**config.mk**
```make
export PLATFORM = sky130hd
export DESIGN_NAME = i2c_multi_read_seq
export DESIGN_NICKNAME = d
export VERILOG_FILES = /design/src/rtl/i2c_multi_read_seq_pkg.sv /design/src/rtl/i2c_multi_read_seq_wait_timer.sv /design/src/rtl/i2c_multi_read_seq.sv
export SDC_FILE = /design/constraint.sdc
export NUM_CORES = 1
export LEC_CHECK = 0
export BUFFER_PORTS_ARGS = -buffer_cell sky130_fd_sc_hd__buf_2
export CORE_ASPECT_RATIO = 0.6
export CORE_MARGIN = 2
export CORE_UTILIZATION = 50
export CTS_CLUSTER_DIAMETER = 100
export CTS_CLUSTER_SIZE = 10
export DETAILED_ROUTE_END_ITERATION = 7
export PLACE_DENSITY_LB_ADDON = 0.12
export SLEW_MARGIN = 20
export SYNTH_ARGS = -nofsm -noshare
export SYNTH_HDL_FRONTEND = slang
export SYNTH_HIERARCHICAL = 1
export SYNTH_SLANG_ARGS = --single-unit
```
**constraint.sdc**
```tcl
create_clock -name clk_i -period 3.9 [get_ports clk_i]
set_input_delay 0.39 -clock clk_i [delete_from_list [all_inputs] [get_ports clk_i]]
set_output_delay 0.39 -clock clk_i [all_outputs]
set_load 0.01 [all_outputs]
```
**src/rtl/i2c_multi_read_seq_pkg.sv**
```systemverilog
// i2c_multi_read_seq_pkg
//   Shared definitions for the multi-channel I2C read sequencer:
//   FSM state encoding, I2C direction constant, byte width and the
//   width of the per-wait timeout counter.
package i2c_multi_read_seq_pkg;

  typedef enum logic [2:0] {
    ST_IDLE    = 3'd0,
    ST_SELECT  = 3'd1,
    ST_REQ     = 3'd2,
    ST_WAIT_HI = 3'd3,
    ST_WAIT_LO = 3'd4,
    ST_DRAIN   = 3'd5,
    ST_FINISH  = 3'd6
  } state_e;

  localparam logic I2C_RW_READ = 1'b1;
  localparam int   BYTE_W      = 8;
  localparam int   TMR_W       = 16;

  // True for every state that is waiting on the I2C master.
  function automatic logic is_wait_state(input state_e s);
    return (s == ST_REQ) || (s == ST_WAIT_HI) || (s == ST_WAIT_LO) || (s == ST_DRAIN);
  endfunction

endpackage

```
**src/rtl/i2c_multi_read_seq_wait_timer.sv**
```systemverilog
// i2c_wait_timer
//   Busy edge detector plus a saturating timeout counter.
//   Ports:
//     clk_i, rst_ni  clock, asynchronous active-low reset
//     busy_i         busy flag from the I2C master
//     clear_i        restart the counter (caller is outside a wait or changing wait)
//     run_i          count while waiting
//     rise_o/fall_o  busy edge: registered busy compared with the live input
//     expired_o      counter has reached TIMEOUT
module i2c_wait_timer
  import i2c_multi_read_seq_pkg::*;
#(
  parameter int TIMEOUT = 50000
) (
  input  logic clk_i,
  input  logic rst_ni,
  input  logic busy_i,
  input  logic clear_i,
  input  logic run_i,
  output logic rise_o,
  output logic fall_o,
  output logic expired_o
);

  localparam logic [TMR_W-1:0] LIMIT = TMR_W'(TIMEOUT);

  logic             busy_q;
  logic [TMR_W-1:0] cnt_q;

  assign rise_o    = ~busy_q & busy_i;
  assign fall_o    = busy_q & ~busy_i;
  assign expired_o = (cnt_q >= LIMIT);

  // Busy history register and per-edge timeout counter; any edge restarts the wait.
  always_ff @(posedge clk_i or negedge rst_ni) begin
    if (!rst_ni) begin
      busy_q <= 1'b0;
      cnt_q  <= {TMR_W{1'b0}};
    end else begin
      busy_q <= busy_i;
      if (clear_i || rise_o || fall_o) begin
        cnt_q <= {TMR_W{1'b0}};
      end else if (run_i && (cnt_q < LIMIT)) begin
        cnt_q <= cnt_q + 16'd1;
      end else begin
        cnt_q <= cnt_q;
      end
    end
  end

endmodule

```
**src/rtl/i2c_multi_read_seq.sv**
```systemverilog
// i2c_multi_read_seq
//   Scans up to NUM_CH I2C sensors in ascending index order, reading NBYTES
//   bytes from each in a single read transaction through a byte-level master.
//   Ports:
//     clk_i, rst_ni             clock, asynchronous active-low reset
//     start_i, ch_mask_i        start a scan over the enabled channels (IDLE only)
//     ready_o                   high while idle
//     rd_valid_o/rd_ch_o/rd_data_o  one-cycle result strobe per completed channel,
//                               first received byte in the MSBs
//     done_o                    one-cycle strobe at end of scan
//     err_o/err_ch_o            sticky error (NACK or timeout) and first failing channel
//     addr_o/rw_o/ena_o         request side of the I2C master
//     busy_i/data_rd_i/ack_error_i  status side of the I2C master
module i2c_multi_read_seq
  import i2c_multi_read_seq_pkg::*;
#(
  parameter int                  NUM_CH     = 2,
  parameter int                  NBYTES     = 2,
  parameter logic [7*NUM_CH-1:0] ADDR_TABLE = {7'h39, 7'h38},
  parameter int                  TIMEOUT    = 50000
) (
  input  logic                       clk_i,
  input  logic                       rst_ni,
  input  logic                       start_i,
  input  logic [NUM_CH-1:0]          ch_mask_i,
  output logic                       ready_o,
  output logic                       rd_valid_o,
  output logic [2:0]                 rd_ch_o,
  output logic [BYTE_W*NBYTES-1:0]   rd_data_o,
  output logic                       done_o,
  output logic                       err_o,
  output logic [2:0]                 err_ch_o,
  output logic [6:0]                 addr_o,
  output logic                       rw_o,
  output logic                       ena_o,
  input  logic                       busy_i,
  input  logic [7:0]                 data_rd_i,
  input  logic                       ack_error_i
);

  localparam int DW = BYTE_W * NBYTES;

  state_e            state_q;
  logic [NUM_CH-1:0] mask_q;
  logic [3:0]        ch_q;
  logic [1:0]        k_q;
  logic [DW-1:0]     buf_q;

  logic              ready_q;
  logic              rd_valid_q;
  logic [2:0]        rd_ch_q;
  logic [DW-1:0]     rd_data_q;
  logic              done_q;
  logic              err_q;
  logic [2:0]        err_ch_q;
  logic [6:0]        addr_q;
  logic              rw_q;
  logic              ena_q;

  logic              rise_s;
  logic              fall_s;
  logic              expired_s;
  logic              in_wait_s;
  logic              ack_hit_s;
  logic              tmr_clear_s;
  logic              found_s;
  logic [3:0]        sel_ch_s;
  logic [6:0]        addr_sel_s;
  logic [DW-1:0]     shifted_s;
  logic              last_k_s;
  logic [3:0]        ch_inc_s;

  assign ready_o    = ready_q;
  assign rd_valid_o = rd_valid_q;
  assign rd_ch_o    = rd_ch_q;
  assign rd_data_o  = rd_data_q;
  assign done_o     = done_q;
  assign err_o      = err_q;
  assign err_ch_o   = err_ch_q;
  assign addr_o     = addr_q;
  assign rw_o       = rw_q;
  assign ena_o      = ena_q;

  // A stale ack_error from the previous transaction may linger until the
  // master starts the next one, so it only counts after the first busy rise.
  assign in_wait_s   = is_wait_state(state_q);
  assign ack_hit_s   = ack_error_i && ((state_q == ST_WAIT_HI) || (state_q == ST_WAIT_LO));
  assign tmr_clear_s = ~in_wait_s | ack_hit_s;
  assign last_k_s    = (k_q == 2'(NBYTES - 1));
  assign ch_inc_s    = ch_q + 4'd1;

  i2c_wait_timer #(
    .TIMEOUT (TIMEOUT)
  ) u_wait_timer (
    .clk_i     (clk_i),
    .rst_ni    (rst_ni),
    .busy_i    (busy_i),
    .clear_i   (tmr_clear_s),
    .run_i     (in_wait_s),
    .rise_o    (rise_s),
    .fall_o    (fall_s),
    .expired_o (expired_s)
  );

  // Lowest enabled channel at or above the current index, with its address.
  always_comb begin
    found_s    = 1'b0;
    sel_ch_s   = 4'd0;
    addr_sel_s = 7'd0;
    for (int i = NUM_CH - 1; i >= 0; i--) begin
      if (mask_q[i] && (4'(i) >= ch_q)) begin
        found_s    = 1'b1;
        sel_ch_s   = 4'(i);
        addr_sel_s = ADDR_TABLE[7*i +: 7];
      end else begin
        found_s    = found_s;
      end
    end
  end

  // Byte accumulator: earlier bytes shift up so the first byte ends in the MSBs.
  always_comb begin
    shifted_s               = buf_q << BYTE_W;
    shifted_s[BYTE_W-1:0]   = data_rd_i;
  end

  // Scan FSM with all outputs registered.
  always_ff @(posedge clk_i or negedge rst_ni) begin
    if (!rst_ni) begin
      state_q    <= ST_IDLE;
      mask_q     <= {NUM_CH{1'b0}};
      ch_q       <= 4'd0;
      k_q        <= 2'd0;
      buf_q      <= {DW{1'b0}};
      ready_q    <= 1'b0;
      rd_valid_q <= 1'b0;
      rd_ch_q    <= 3'd0;
      rd_data_q  <= {DW{1'b0}};
      done_q     <= 1'b0;
      err_q      <= 1'b0;
      err_ch_q   <= 3'd0;
      addr_q     <= 7'd0;
      rw_q       <= 1'b0;
      ena_q      <= 1'b0;
    end else begin
      rd_valid_q <= 1'b0;
      done_q     <= 1'b0;
      case (state_q)
        ST_IDLE: begin
          if (start_i) begin
            mask_q   <= ch_mask_i;
            err_q    <= 1'b0;
            err_ch_q <= 3'd0;
            ch_q     <= 4'd0;
            ready_q  <= 1'b0;
            state_q  <= (ch_mask_i == {NUM_CH{1'b0}}) ? ST_FINISH : ST_SELECT;
          end else begin
            ready_q  <= 1'b1;
          end
        end

        ST_SELECT: begin
          if (found_s) begin
            ch_q    <= sel_ch_s;
            addr_q  <= addr_sel_s;
            rw_q    <= I2C_RW_READ;
            ena_q   <= 1'b1;
            k_q     <= 2'd0;
            state_q <= ST_REQ;
          end else begin
            state_q <= ST_FINISH;
          end
        end

        // Each rise starts a new byte and exposes the previous one on data_rd.
        ST_REQ, ST_WAIT_HI: begin
          if (ack_hit_s) begin
            err_q   <= 1'b1;
            if (!err_q) err_ch_q <= ch_q[2:0];
            ena_q   <= 1'b0;
            state_q <= ST_DRAIN;
          end else if (rise_s) begin
            if (k_q != 2'd0) buf_q <= shifted_s;
            if (last_k_s) begin
              ena_q   <= 1'b0;
              state_q <= ST_WAIT_LO;
            end else begin
              k_q     <= k_q + 2'd1;
              state_q <= ST_WAIT_HI;
            end
          end else if (expired_s) begin
            err_q   <= 1'b1;
            if (!err_q) err_ch_q <= ch_q[2:0];
            ena_q   <= 1'b0;
            ch_q    <= ch_inc_s;
            state_q <= ST_SELECT;
          end
        end

        ST_WAIT_LO: begin
          if (ack_hit_s) begin
            err_q   <= 1'b1;
            if (!err_q) err_ch_q <= ch_q[2:0];
            ena_q   <= 1'b0;
            state_q <= ST_DRAIN;
          end else if (fall_s) begin
            rd_data_q  <= shifted_s;
            rd_valid_q <= 1'b1;
            rd_ch_q    <= ch_q[2:0];
            ch_q       <= ch_inc_s;
            state_q    <= ST_SELECT;
          end else if (expired_s) begin
            err_q   <= 1'b1;
            if (!err_q) err_ch_q <= ch_q[2:0];
            ena_q   <= 1'b0;
            ch_q    <= ch_inc_s;
            state_q <= ST_SELECT;
          end
        end

        // After a NACK let the master finish its byte before the next channel.
        ST_DRAIN: begin
          if (!busy_i || expired_s) begin
            ch_q    <= ch_inc_s;
            state_q <= ST_SELECT;
          end
        end

        ST_FINISH: begin
          done_q  <= 1'b1;
          ready_q <= 1'b1;
          state_q <= ST_IDLE;
        end

        default: begin
          ena_q   <= 1'b0;
          state_q <= ST_IDLE;
        end
      endcase
    end
  end

endmodule
```
# Word-level counts from Yosys, hierarchy flattened
# Cells that the tools add are included.
[word_totals]
reg_bits = 71
word_cells = 143
in_bits = 15
[op_classes]
mux = 62
n_eq_ne = 18
magnitude_cmp = 4
n_addsub = 3
bitwise = 8
n_reduce_logical = 31
[ops]
columns = ["cell", "n"]
rows = [
  ["two-way mux 3 bit", 17],
  ["two-way mux 4 bit", 9],
  ["two-way mux 16 bit", 2],
  ["two-way mux 1 bit", 21],
  ["one-hot mux 4 bit (5 select lines)", 1],
  ["adder 16 x 1 -> 16 bit (second input constant)", 1],
  [">= comparator 16 bit (second input constant)", 1],
  ["less-than comparator 16 bit (second input constant)", 1],
  ["one-hot mux 3 bit (5 select lines)", 1],
  ["inequality test 2 bit (second input constant)", 6],
  ["AND reduction 4 bit", 3],
  ["== test 3 bit (second input constant)", 3],
  ["one-hot mux 3 bit (3 select lines)", 1],
  [">= comparator 1 x 4 -> 1 bit (first input constant)", 2],
  ["two-way mux 2 bit", 4],
  ["nonzero test 2 bit", 4],
  ["logical OR 1 bit", 7],
  ["two-way mux 7 bit", 1],
  ["AND reduction 7 bit", 1],
  ["== test 3 x 2 -> 1 bit (second input constant)", 2],
  ["two-way mux 6 bit", 1],
  ["inequality test 3 bit (second input constant)", 2],
  ["AND reduction 2 bit", 3],
  ["NOT 1 bit", 5],
  ["other kinds (22)", 27],
]

# Logic depth before layout (Yosys ltp)
# Gate-level depths: netlist (run 1).
[logic_depth]
ltp_word = 9
depth_mapped = 9

# Cells and area by module
# Netlist (run 1), hierarchy kept.
[by_module_without_submodules]
columns = ["module", "seq_area_each_um2", "cells_each", "area_each_um2", "instances"]
rows = [
  ["i2c_multi_read_seq", 1226.2, 256, 2446.1, 1],
  ["i2c_wait_timer", 425.4, 108, 1013.5, 1],
]

# Worst setup path after synthesis (run 1)
# No wires, ideal clock.
[synth_timing]
path_type = "register -> register"
from = "register u_wait_timer.cnt_q[6]"
to = "register ch_q[3]"
setup_ps = 121
stages_incl_launch_ff = 10
path_buffers = 1
setup_slack_ps = 1712
arrival_time_ps = 2067
required_time_ps = 3779
path_cell_list = "dfrtp_1 o21ai_0 a211oi_4 buf_6 or2_2 nand3b_1 o211ai_1 a211oi_2 o21ai_0 a22o_1"
[synth_between]
elab_chain_len = 5
elab_cells_between_ends = 10
[synth_lines]
columns = ["item", "line", "text"]
rows = [
  ["start, declared", "i2c_multi_read_seq_wait_timer.sv:28", "logic [TMR_W-1:0] cnt_q;"],
  ["start signal, assigned", "i2c_multi_read_seq_wait_timer.sv:38", "cnt_q <= {TMR_W{1'b0}};"],
  ["start signal, assigned", "i2c_multi_read_seq_wait_timer.sv:42", "cnt_q <= {TMR_W{1'b0}};"],
  ["start signal, assigned", "i2c_multi_read_seq_wait_timer.sv:44", "cnt_q <= cnt_q + 16'd1;"],
  [">= comparator 16 bit (*)", "i2c_multi_read_seq_wait_timer.sv:32", "assign expired_o = (cnt_q >= LIMIT);"],
  ["net expired_s", "i2c_multi_read_seq.sv:62", "logic expired_s;"],
  ["two-way mux 4 bit", "--", ""],
  ["two-way mux 4 bit (on tied branches) (2 in a row)", "--", ""],
  ["one-hot mux 4 bit (5 select lines)", "--", ""],
  ["end signal, assigned", "i2c_multi_read_seq.sv:164", "ch_q <= sel_ch_s;"],
  ["end signal, assigned", "i2c_multi_read_seq.sv:195", "ch_q <= ch_inc_s;"],
  ["end signal, assigned", "i2c_multi_read_seq.sv:210", "ch_q <= ch_inc_s;"],
  ["end, declared", "i2c_multi_read_seq.sv:45", "logic [3:0] ch_q;"],
]
# Mark *: on every way through the listed nets, which the timed path passes. The rest lies on a longest branch. The select of a mux whose other input is x is not followed.
# A chain may end at the register's enable or synchronous reset.

# Worst setup path after layout (run 1)
# Ends and elaborated chain as after synthesis.

==> out/metrics.cfg, run 1 <==
[final_layout]
multi_input_area_um2=1640
antenna_cells=0
fin_cells=493
nets=423
nFillCells=581
layout-drive-gt1-share_pct=21.2
syn_to_final_growth_pct=16.5
register_area_um2=1650

[cts]
cts.path.max_buffers=2
cts_inserted_buffers=9
htreeDepth=3
clk_pin_slew_ns=0.05
cts_resized=0
cts_root_buf=clkbuf_16
clkLatencyLatePin_ns=0.33
cts_setup_buffers=0
cts.sinks=66
cts_hold_buf=0
cts_tree=built

[global_routing]
antenna_found_initial=0
grt-ovfl-total=0
grt_max_degree=39
grt_usage_pct=22.0
grt_pass1_wl_um=12900
grt_pass1_vias=2538

[worst_hold_path]
hold_class=in2async

[timing]
maxSlewViolCount=0
worst_slack_ns=1.25
finalCritPeriodShare_pct=67.9
rsz0062_at_grt=no
fin_tns_setup_ns=0
max_freq_mhz=378
slew-limit-headroom_pct=43.5
fin_crit_ns=2.65
worst_pin_slew_ns=0.848
hold_viol=0
setup_viol=0
clock_skew_ns=0.00442

[route]
routedWlPerCell_um=15.7
via_count=2829
drt_iter0_drc=217
ant_nets=0
vias_per_cell=5.74
drcViolationCount=0
dr.pass1.iters=4
finalWirelength_um=7740

[placed_design]
numPlacedInstances=478
io_buffers=46
dp_hpwl_um=5510
gp_congestion=0.950
pre_cts_slack_ns=1.29

[synth]
synth-seq-cells=66
syn_avg_cell_area_um2=9.50
yosysWarnings=6
synthArstFlopShare_pct=100
syn-cell-area_um2=3460
synth_top_flop_cell=dfrtp_1
yosysSeqAreaShare_pct=47.7
yosys.cell_types.count=57
synth_edf_count=0
syn_inst=364

[setup_path]
cp.required_ns=4.12
rr_worst_depth=8
crit-reg2reg-launch=u_wait_timer/cnt_q[6]
crit_top_cell=o21ai_0
path_class=reg2reg
cpPeakStageDelay_ns=0.60
r2r_setup_slack_ns=1.25
path_cells=o21ai_0, a211oi_4, or2_2, nand3b_1, o211ai_1, a211oi_2, o21ai_0, a22o_1
critPathArrivalTime_ns=2.87
r2r-end=ch_q[3]
cp-end-kind=flop
start_kind=flop
worst-path-max-fanout=17
crit_slowest_cell=a211oi_4

[floorplan]
dieArea_um2=7620
start_util_pct=51.8
core_area_um2=6680
die_w_um=111
std_cell_rows=23
die_y_um=68.4
ios=50

[power]
p_leak_uw=0.00181
power.density_nw_per_um2=708
finalPower_uw=2850
peakVddDrop_uv=444

[status]
outcome=finished clean

[flow_run]
cap_violations=0

cell families after synthesis:
group	Yosys count	synth area share (%)
multiplexers	18	5.57
AND/OR/NAND/NOR	158	24.1
buffers and inverters	35	5.06
AO/OA/AOI/OAI	79	15.0
other	1	0.108
flip-flops	66	47.7
adder cells (fa/ha/maj)	6	2.17
XOR/XNOR	1	0.253
cell type report:
| class | count | share of cell area [%] |
|---|---|---|
| sequential | 66 | 41.0 |
| multi-input combinational | 265 | 40.7 |
| clock buffer | 10 | 5.93 |
| timing repair buffer | 47 | 5.90 |
| tap | 87 | 2.70 |
| clock inverter | 5 | 2.55 |
| inverter | 13 | 1.21 |
cell usage after synthesis (6+ instances only):
cell type   n  area [um^2]
nor2b_1     7         43.8
buf_4       8         60.1
o31ai_1     9         67.6
nand2b_1    6         37.5
or4_1      10         75.1
nand2_1    72          270
ha_1        6         75.1
a21oi_1    20          100
nor2_1     20         75.1
inv_1      12         45.0
mux2i_1     8         80.1
clkbuf_1    8         30.0
dfrtp_1    66         1650
mux2_2     10          113
o21ai_0    19         95.1
worst max-delay path, delay by kind of cell, from the launching register on:
family | cells | cell delay [ns]
DFF | 1 | 0.42
AOI/OAI and AO/OA | 6 | 1.64
and+or+nand+nor | 2 | 0.46
per-layer routing:
layer	wire length, um	part of all wire [%]	vias to the layer above	global-route usage, %
li1	-	-	1360	-
met4	76	0.98	0	6.94
met1	3940	51	1351	32.5
met3	537	6.9	8	7.53
met5	0	0	-	0
met2	3190	41	110	30.1
power by group:
| group | switching, uW | internal (uW) |
|---|---|---|
| Sequential | 158 | 875 |
| Clock | 283 | 636 |
| Combinational | 523 | 378 |
state kept, by name, summed over array words and instances (netlist names), 2 cells and up:
name / cells
rd_data_o: 16
u_wait_timer/cnt_q: 16
buf_q: 8
ch_q: 4
err_ch_o: 3
rd_ch_o: 3
state_q: 3
addr_o: 2
k_q: 2
mask_q: 2
stage by stage:
stage / hold WS (ns) / cell area, um^2 / util, %
after floorplan: 0.0944 / 3470 / -
after global placement: 0.442 / 3690 / 55.2
after detailed placement: 0.447 / 3690 / 55.2
after CTS: 0.193 / 4030 / 60.3
after global routing: 0.236 / 4030 / 60.3
final: 0.173 / 4030 / 60.3
how the worst max path moves through the flow:
stage,slack [ns],startpoint,endpoint,cells after the start
2_1_floorplan,1.71,u_wait_timer/cnt_q[6],ch_q[3],9
3_3_place_gp,1.42,u_wait_timer/cnt_q[6],ch_q[3],8
3_5_place_dp,1.29,u_wait_timer/cnt_q[6],ch_q[3],8
4_1_cts,1.28,u_wait_timer/cnt_q[6],ch_q[3],8
5_1_grt,0.99,u_wait_timer/cnt_q[8],ch_q[3],8
6_report,1.25,u_wait_timer/cnt_q[6],ch_q[3],8
cells in the final DEF (no fill, tap or decap), types with 6 or more instances in the layout:
cell type,count
or4_1,10
mux2i_1,8
buf_2,46
inv_1,12
a21oi_1,20
dfrtp_1,66
o21ai_0,19
nor2_1,20
mux2_2,10
nor2b_1,7
o31ai_1,9
nand2_1,72
clkbuf_16,9
ha_1,6
nand2b_1,6
Power figures use the tool's default switching activity.
==> run 2, diff against run 1 <==
Clock period 3.9 ns to 2.3 ns, I/O delays scaled along.
==> run 2 against run 1 <==
Critical path depth unchanged. Design area up 4.1%. Count of clock-buffer cells in the layout up 1. Clock skew about the same. Register-to-register slack worse by 1.2 ns. Combinational power up 93%. Critical endpoint unchanged. Largest cell class unchanged. Largest power group is now combinational logic. Highest routed layer unchanged.
==> out/metrics.cfg, run 2 (synthesis gave the netlist of run 1 again) <==
[status]
outcome=finished clean

[global_routing]
use_met2_pct=30.5
busiest_layer=met1
grt_pass1_wl_um=13200
grt-ovfl-total=0
met1_usage_pct=33.6
grt_max_degree=33
gr-usage-met3_pct=8.15
antenna_found_initial=0
grt_usage_pct=22.8
grt_pass1_vias=2645

[power]
pwr-share-comb_pct=36.5
power.density_nw_per_um2=1130
swShare_pct=35.5
p_int_uw=3070
p_seq_share_pct=35.8
clockPowerShare_pct=27.7
switchingPower_uw=1690
peakVddDrop_uv=754
p_leak_uw=0.00191

[cts]
htreeDepth=3
cts.path.max_buffers=2
cts_inserted_buffers=9
clkLatencyLatePin_ns=0.33
cts.sinks=66
cts_root_buf=clkbuf_16
clk_pin_slew_ns=0.06
cts_tree=built

[floorplan]
std_cell_rows=23
dieArea_um2=7620
die_y_um=68.4
die_w_um=111
core_area_um2=6680
ios=50
start_util_pct=51.8

[final_layout]
layout-drive-gt1-share_pct=26.3
post-route-util_pct=62.8
antenna_cells=0
syn_to_final_growth_pct=21.3
fin_cells=520
final_common_cell=nand2_1
nets=449
layout_common_cells=nand2_1, dfrtp_1, buf_2

[setup_path]
start_kind=flop
worst-path-max-fanout=7
path_class=reg2reg
cp.required_ns=2.52
critPathArrivalTime_ns=2.43
cp-end-kind=flop

[timing]
worst_slack_ns=0.0852
timing.hold.ws_ns=0.0714
slew-limit-headroom_pct=49.4
worst_pin_slew_ns=0.751
fin_crit_ns=2.21
clock_skew_ns=0.00450
setup_viol=0
max_freq_mhz=452
hold_viol=0
maxSlewViolCount=0
finalCritPeriodShare_pct=96.3

[route]
via_count=2946
dr.pass1.iters=5
vias_per_cell=5.67
ant_nets=0
drt_iter0_drc=271
routedWlPerCell_um=15.5
finalWirelength_um=8040
drcViolationCount=0

[placed_design]
io_buffers=46
pre_cts_slack_ns=0.0367
gp_congestion=0.970
dp_hpwl_um=5800
numPlacedInstances=496

[flow_run]
cap_violations=0

[worst_hold_path]
hold_class=in2reg

run 2: power groups by stage:
stage	Clock, uW	Combinational, uW	Sequential, uW
detailed placement	0	1680	1720
CTS	1360	1690	1700
global route	1400	1920	1750
global placement	0	1660	1710
floorplan	0	1070	1750
finish	1320	1740	1710
run 2: repair_timing:
| action | CTS | global route |
|---|---|---|
| endpoints found under the hold margin | 34 | 0 |
| gates resized for setup | 0 | 8 |
| setup endpoints to repair | 0 | 7 |
| buffers inserted | 0 | 7 |
| hold buffers | 1 | 0 |
run 2: worst paths after layout:
check | from | to | slack (ns) | depth (start not counted)
hold reg to reg | buf_q[3] | rd_data_o[11] | 0.46 | 2
setup / recovery | u_wait_timer/cnt_q[9] | ch_q[3] | 0.09 | 8
max in group asynchronous | rst_ni | u_wait_timer/cnt_q[8] | 1.39 | 3
min in group asynchronous | rst_ni | u_wait_timer/cnt_q[3] | 0.26 | 2
hold / removal | busy_i | u_wait_timer/busy_q | 0.07 | 1
setup reg to reg | u_wait_timer/cnt_q[9] | ch_q[3] | 0.09 | 8
run 2: cell type report:
class / instances / area, um^2
Clock inverter: 5 / 55.1
Timing Repair Buffer: 73 / 448
Multi-Input combinational cell: 265 / 1650
Clock buffer: 11 / 233
Inverter: 13 / 48.8
Sequential cell: 66 / 1650
Fill cell: 558 / 2480
Tap cell: 87 / 109
run 2: worst max-delay path: stages, from the launching register on:
cell and delay [ns]:
dfrtp_1 0.41, nand2_1 0.15, a211oi_4 0.26, or2_4 0.16
nand3b_1 0.16, o211ai_1 0.16, a211oi_2 0.44, o21ai_1 0.15
a22o_1 0.21
run 2: routing by layer:
layer / wire length (um) / share of wire [%] / vias to the layer above
met4: 110 / 1.4 / 0
li1: - / - / 1417
met3: 645 / 8.0 / 13
met2: 3190 / 40 / 115
met5: 0 / 0 / -
met1: 4100 / 51 / 1401
run 2: per-stage QoR:
step,cell area (um^2),power [uW],setup TNS (ns)
after floorplan,3470,2820,0
after global placement,3830,3370,0
after detailed placement,3830,3400,0
after CTS,4130,4760,0
after global routing,4200,5070,-0.00980
final,4200,4760,0
==> run 3, diff against run 2 <==
Clock period 2.3 ns to 2.1 ns, I/O delays scaled along.
==> run 3 against run 2 <==
The run now ends with setup timing left. Combinational power increased by 14%. Hold slack worse by 0.016 ns. Flip-flop and latch count stayed put. Count of clock-buffer cells in the layout is the same. Register-to-register slack got worse by 0.099 ns. Final cell count grew 1.9%. Global-route usage increased by 0.62 points. Via count increased by 1.5%. Design area increased by 2.1%. First-iteration DRC count up 27%. Setup slack worse by 0.099 ns. Total power up 11%. Critical endpoint is now ch_q[2].
==> out/metrics.cfg, run 3 (synthesis gave the netlist of run 1 again) <==
[status]
outcome=complete, but fails checks
violations=setup timing

[timing]
setup_viol=1
rsz0062_at_grt=yes
worst_slack_ns=-0.0134
hold_viol=0
worst_pin_slew_ns=0.549
slew-limit-headroom_pct=63.0
finalCritPeriodShare_pct=101
timing.hold.ws_ns=0.0558
fin_crit_ns=2.11
max_freq_mhz=473
maxSlewViolCount=0
clock_skew_ns=0.00428

[route]
ant_nets=0
drt_iter0_drc=345
drcViolationCount=0
vias_per_cell=5.64
routedWlPerCell_um=15.7
via_count=2990
finalWirelength_um=8340
dr.pass1.iters=4

[worst_hold_path]
hold_class=in2reg
hold_start=busy_i
whs_path_depth=1
min_to=u_wait_timer/busy_q

[final_layout]
layout_common_cells=nand2_1, dfrtp_1, buf_2
multi_input_area_um2=1660
nets=459
layout-drive-gt1-share_pct=28.2
antenna_cells=0
syn_to_final_growth_pct=23.8
register_area_um2=1650
fin_cells=530
final_common_cell=nand2_1
nFillCells=551

[cts]
cts_root_buf=clkbuf_16
htreeDepth=3
cts.path.max_buffers=2
cts.sinks=66
cts_inserted_buffers=9
clkLatencyLatePin_ns=0.33
clk_pin_slew_ns=0.05
cts_tree=built

[global_routing]
grt_pass1_vias=2694
antenna_found_initial=0
grt-ovfl-total=0
grt_max_degree=67
grt_usage_pct=23.4
grt_pass1_wl_um=13700

[floorplan]
dieArea_um2=7620
ios=50
start_util_pct=51.8
die_y_um=68.4
core_area_um2=6680
die_w_um=111
std_cell_rows=23

[placed_design]
dp_hpwl_um=5900
pre_cts_slack_ns=-0.0246
io_buffers=46
gp_congestion=1.00
numPlacedInstances=508

[setup_path]
worst-path-max-fanout=7
cp_num_buf_inv=1
cpPeakStageDelay_ns=0.40
path_class=reg2reg
crit_slowest_cell=dfrtp_1
start_kind=flop
r2r_setup_slack_ns=-0.01
critPathArrivalTime_ns=2.36
cp.required_ns=2.35
rr_worst_depth=9
path_cells=nor4_4, nor2_2, or2_4, nand3b_1, o211ai_1, buf_4, a211oi_4, nor2b_2, mux2i_1
cp-end-kind=flop
cpLargestDelayFamily=simple AND/OR/NAND/NOR gates
r2r-end=ch_q[2]
crit-reg2reg-launch=u_wait_timer/cnt_q[10]

[power]
p_leak_uw=0.00197
peakVddDrop_uv=773
power.density_nw_per_um2=1240

[flow_run]
cap_violations=0

## run 3: cell count changes in the layout (fill, tap and decap cells not counted), sizes merged
cell / delta
buf: +10
## run 3: stage by stage
stage | utilization, % | setup TNS [ns] | instance area (um^2) | power, uW
6_report | 64.1 | -0.0134 | 4280 | 5290
5_1_grt | 64.1 | -0.329 | 4280 | 5640
4_1_cts | 63.6 | 0 | 4250 | 5240
3_5_place_dp | 58.9 | -0.0403 | 3930 | 3750
3_3_place_gp | 58.9 | 0 | 3930 | 3720
2_1_floorplan | - | -0.0509 | 3470 | 3090
## run 3: repair_timing
action,CTS,global route
endpoints found under the setup margin,3,9
endpoints found under the hold margin,66,0
setup buffers,2,3
pin swaps,3,5
hold buffers,1,0
resized for setup,0,5
## run 3: worst max path at each step
stage | start | to | depth (start not counted)
after floorplan | u_wait_timer/cnt_q[8] | ch_q[3] | 9
after global placement | u_wait_timer/cnt_q[10] | ch_q[1] | 7
after detailed placement | u_wait_timer/cnt_q[10] | ch_q[1] | 7
after CTS | u_wait_timer/cnt_q[11] | ch_q[1] | 7
after global routing | u_wait_timer/cnt_q[10] | ch_q[2] | 9
final | u_wait_timer/cnt_q[10] | ch_q[2] | 9
## run 3: area by class of cell
class,instances,share of cell area (%)
inverters,13,1.14
flip-flops and latches,66,38.6
clock buffers,11,5.43
well taps,87,2.54
multi-input cells,265,38.8
clock inverters,5,1.29
repair buffers,83,12.2
## run 3: power breakdown
group          switching [uW]  internal [uW]
Combinational            1130            862
Sequential                223           1630
Clock                     539            914
## run 3: layer usage
layer | up-vias | track usage, % | part of all wire (%)
met1 | 1432 | 34.4 | 51
met4 | 0 | 7.41 | 1.1
met2 | 108 | 31.9 | 41
li1 | 1439 | - | -
met5 | - | 0 | 0
met3 | 11 | 8.59 | 7.1
